==> src/rtl/seed_fiao_ctrl.sv <==
// Seed collection controller: gathers CHUNKS entropy words into an external
// accumulator, offers the full seed, and discards batches hit by health failures.
module seed_fiao_ctrl #(
  parameter int ENQ_WIDTH = 32,
  parameter int CHUNKS    = 12
) (
  input  logic                 clk,
  input  logic                 rst_n,
  input  logic                 en,
  input  logic                 src_valid,
  input  logic [ENQ_WIDTH-1:0] src_data,
  output logic                 src_ready,
  input  logic                 hlth_fail,
  output logic [ENQ_WIDTH-1:0] buf_wdata,
  output logic                 buf_enque,
  output logic                 buf_deque,
  input  logic                 buf_full,
  input  logic                 buf_empty,
  output logic                 seed_valid,
  input  logic                 seed_ready,
  output logic [15:0]          seed_cnt,
  output logic [7:0]           drop_cnt,
  output logic                 busy,
  output logic                 sync_err
);

  localparam int CW = $clog2(CHUNKS + 1);
  localparam logic [CW-1:0] FULL = CW'(CHUNKS);
  localparam logic [CW-1:0] LAST = CW'(CHUNKS - 1);

  typedef enum logic [1:0] {
    IDLE,
    FILL,
    OFFER,
    DRAIN
  } state_t;

  state_t        state, state_nx;
  logic [CW-1:0] fill_cnt, fill_nx;
  logic [15:0]   seed_nx;
  logic [7:0]    drop_nx;
  logic          at_full;

  assign at_full    = (fill_cnt == FULL);
  assign buf_wdata  = src_data;
  assign src_ready  = ((state == FILL) && en)
                    || ((state == DRAIN) && !at_full);
  assign buf_enque  = src_valid & src_ready;
  assign seed_valid = (state == OFFER) && buf_full;
  // A poisoned full batch is flushed with seed_valid held low
  assign buf_deque  = (seed_valid && seed_ready)
                    || ((state == DRAIN) && at_full);
  assign busy       = (state != IDLE);

  always_ff @(posedge clk or negedge rst_n) begin
    if (!rst_n) begin
      state    <= IDLE;
      fill_cnt <= '0;
      seed_cnt <= '0;
      drop_cnt <= '0;
      sync_err <= 1'b0;
    end else begin
      state    <= state_nx;
      fill_cnt <= fill_nx;
      seed_cnt <= seed_nx;
      drop_cnt <= drop_nx;
      if ((buf_full != at_full) || (buf_empty != (fill_cnt == '0)))
        sync_err <= 1'b1;
    end
  end

  always_comb begin
    state_nx = state;
    fill_nx  = fill_cnt;
    seed_nx  = seed_cnt;
    drop_nx  = drop_cnt;
    if (buf_enque)
      fill_nx = fill_cnt + 1'b1;
    unique case (state)
      IDLE: begin
        if (en && buf_empty)
          state_nx = FILL;
      end
      FILL: begin
        if (hlth_fail)
          state_nx = DRAIN;
        else if (buf_enque && (fill_cnt == LAST))
          state_nx = OFFER;
      end
      OFFER: begin
        // A handoff takes priority over a same-cycle health failure
        if (buf_deque) begin
          fill_nx  = '0;
          state_nx = en ? FILL : IDLE;
          if (seed_cnt != 16'hFFFF)
            seed_nx = seed_cnt + 16'd1;
        end else if (hlth_fail) begin
          state_nx = DRAIN;
        end
      end
      DRAIN: begin
        if (at_full) begin
          fill_nx  = '0;
          state_nx = en ? FILL : IDLE;
          if (drop_cnt != 8'hFF)
            drop_nx = drop_cnt + 8'd1;
        end
      end
      default: state_nx = IDLE;
    endcase
  end

endmodule

==> config.mk <==
export PLATFORM = sky130hd
export DESIGN_NAME = seed_fiao_ctrl
export DESIGN_NICKNAME = d
export VERILOG_FILES = /design/src/rtl/seed_fiao_ctrl.sv
export SDC_FILE = /design/constraint.sdc
export NUM_CORES = 1
export LEC_CHECK = 0
export CORE_MARGIN = 2
export CORE_UTILIZATION = 30
export DETAILED_ROUTE_END_ITERATION = 8
export SYNTH_ARGS = -nofsm -noshare
export SYNTH_HDL_FRONTEND = slang
export SYNTH_SLANG_ARGS = --single-unit
==> constraint.sdc <==
create_clock -name clk -period 3.3 [get_ports clk]
set_input_delay 0.495 -clock clk [delete_from_list [all_inputs] [get_ports clk]]
set_output_delay 0.495 -clock clk [all_outputs]
set_load 0.02 [all_outputs]
==> results.md <==
- Hold endpoint: sync_err
- Internal: about 800 µW
- R2r endpoint: drop_cnt[1]
- Hold Crit Start: sync_err
- Final Cycle Share: roughly 80%
- Via count: about 1,400
- Setup CP Type: input pin to primary output
- Row count: 29
- CTS tree: done
- Period minus WS final: between 2 and 3 ns
- Net Switching: ~440 µW
- Post-CTS Setup Inserts: 0
- Syn Nets: between 200 and 250
- Area after DPL: 2130 µm²
- Gr usage total: 10.9%
- Crit. Startpoint: buf_full
- Largest fanout on the critical path: 9
- Asr flop ratio synth: 100%
- Mux contribution to synthesized area: ~2.3%
- Nets@finish: roughly 240
- CTS buffer count: 5
- Status: complete, no violations
- Number of global-route vias before repair: 1,302
- H-tree levels: 2
- # DRC: 0
- Max-cap violation count: 0
- DR vias/cell: 4.95
- Syn. warnings: 0
- Area share of the largest cell type after synthesis: between 40% and 50%
- Clock power share: around 22%
- Slew Viols, Final: 0
- Final wirelength: around 3700 µm
- Layout area overhead: 14.8%
- Logic pwr share: between 30% and 40%
- Post-Syn Area: about 1900 µm²
- Hold bufs inserted after CTS: 0
- Dpl hpwl: roughly 2700 µm
- Num Clock Sinks: 31
- Layout cell share with drive strength beyond 1: approximately a tenth
- Area contributors post-synth: dfrtp_1, buf_4, xnor2_1
- Part of the power in registers: 44.9%
- Synthesized flop and latch total: 31
- Die Y: 84.1 µm
- XOR/XNOR Fraction of Synth Area: 9.56%
- Crit path required time: around 2.8 ns
- Yosys cell types: 40
- Power per cell area: between 500 and 600 nW/µm²
- Largest net degree at the start of global routing: 32
- Die W: 84.1 µm
- PortBufs: 37
- Adder-Cell Fraction of Synth Area: about 2.6%
- Placer Congestion: about 0.81
- Worst EP arrival: between 2 and 2.5 ns
- GRT overflow: 0
- Worst vdd ir: about 0.36 mV
- FF-to-FF setup slack: 1.38 ns
- F_max: approximately 380 MHz
- Hold Crit Class: flip-flop to flip-flop
- Net Sw Frac: 35.9%
- Hold WS: 0.465 ns
- Worst Hold Depth: 1
- Worst clock skew: 0.00209 ns
- Mean Syn Cell Area: approximately 10 µm²
- Startpoint types: input pin
- Dominant cell type by area after synthesis: dfrtp_1
- Final setup fails: 0
- Core Area: around 6300 µm²
- Reg2Reg Depth: 5
- Worst skew pair latency: 0.27 ns
- Design area: about 2200 µm²
- ANT nets after route: 0
- Post-cts resize count: 0
- Diode count: 0
- Syn Inst Count: about 190
- Relative slew slack: a little over three fifths
- Leakage power figure: slightly above 0.0009 µW
- Final Hold Fails: 0
- Initial Utilization: a little under a third
- DRT iter0 DRCs: 47
- First-pass GRT wire length: 6310 µm
- Root Driver: clkbuf_8
- Setup TNS: 0 ns
- Unrepaired setup endpoints after global routing: false
- Antenna violations before repair: 0
- Area share of and/or/nand/nor cells after synthesis: ~20%
- Top FF cell, synth: dfrtp_1
- Die area: roughly 7100 µm²
- Main combinational cell family by area after synthesis: simple AND/OR/NAND/NOR gates
- Post-synthesis sequential area ratio: between 40 and 50%
- Crit end category: primary output
- R2r startpoint: fill_cnt[0]
- Synth Area in Compound Gates: 10.0%
- Top Ports: around 100
- Post-synth EDFFs: 0
- CTS max path bufs: 2
- DRT Pass-1 Iters: 4
- Slew @ Worst Pin: between 0.5 and 0.6 ns
- Wire length per cell: around 13 µm
- Clock-pin slew on the worst setup and hold paths: roughly 0.060 ns
-- area by class of cell --
type / count / area (µm²)
clock buffers: 6 / 72.6
fillers: 645 / 4070
inverters: 3 / 11.3
multi-input cells: 120 / 866
flip-flops and latches: 31 / 776
well taps: 77 / 96.3
repair buffers: 39 / 385
-- metal layers --
metal / vias up / global-route usage [%] / wire length (µm)
met3: 2 / 3.96 / 237
li1: 660 / - / -
met4: 0 / 2.49 / 13
met2: 42 / 16.5 / 1660
met5: - / 0 / 0
met1: 663 / 14.7 / 1770
-- worst max path at each step --
stage	to	slack [ns]	cells after the start
4_1_cts	buf_deque	0.63	4
6_report	buf_deque	0.64	4
3_5_place_dp	buf_deque	0.65	4
3_3_place_gp	buf_deque	0.65	4
5_1_grt	buf_deque	0.52	4
2_1_floorplan	drop_cnt[1]	1.48	4
-- synth_stat cells, types with 2 or more instances --
master     instances
a2111oi_2          2
a211oi_1           5
a21oi_1            6
a31oi_1            2
and3_1             3
and4_1             2
buf_2              3
buf_4             34
dfrtp_1           31
ha_1               4
inv_1              3
mux2_2             4
nand2_1           15
nand3_1            8
nand4_1            7
nor2_1             9
nor3_1             4
nor3b_1            3
o211ai_1           2
o21ai_0            5
xnor2_1           12
xor2_1             9
-- power by group through the flow --
| stage | clock network (µW) | logic (µW) | registers [µW] |
|---|---|---|---|
| 6_report | 273 | 401 | 550 |
| 5_1_grt | 297 | 443 | 567 |
| 4_1_cts | 280 | 408 | 549 |
| 3_5_place_dp | 0 | 405 | 556 |
| 3_3_place_gp | 0 | 404 | 557 |
| 2_1_floorplan | 0 | 309 | 542 |
-- flip-flops by register name (all words and copies together), names as in the netlist --
signal / cells
seed_cnt: 16
drop_cnt: 8
fill_cnt: 4
state: 2
sync_err: 1
-- cell families (layout without fill, tap and decap cells) --
kind of cell | Yosys count | count (layout)
flip-flops | 31 | 31
AND/OR/NAND/NOR | 64 | 64
adder cells (fa/ha/maj) | 4 | 4
buffers and inverters | 40 | 48
AO/OA/AOI/OAI | 27 | 27
multiplexers | 4 | 4
XOR/XNOR | 21 | 21
-- critical path: stages --
cell and delay, ns:
clkdlybuf4s50_1 0.64, nand4b_4 0.22, o21ai_1 0.17, clkdlybuf4s50_1 0.64
-- cells in the final DEF (no fill, tap or decap), types with 2 or more instances in the layout --
cell type,instances
buf_4,2
nand3_1,8
xor2_1,9
o211ai_1,2
dfrtp_1,31
nand4_1,7
clkbuf_8,5
clkdlybuf4s50_1,37
o21ai_0,5
nor3_1,4
a211oi_1,5
a2111oi_2,2
a31oi_1,2
inv_1,3
a21oi_1,6
nor2_1,9
and3_1,3
and4_1,2
nand2_1,15
mux2_2,4
nor3b_1,3
xnor2_1,12
ha_1,4
-- metrics by stage --
step           worst slack, ns  cells  utilization (%)  total power, µW
2_1_floorplan             1.48    191                -              851
3_3_place_gp             0.646    270             34.0              961
3_5_place_dp             0.653    270             34.0              961
4_1_cts                  0.634    276             35.2             1240
5_1_grt                  0.522    276             35.2             1310
6_report                 0.636    276             35.2             1220
No activity file was read; power rests on OpenSTA's default activity.
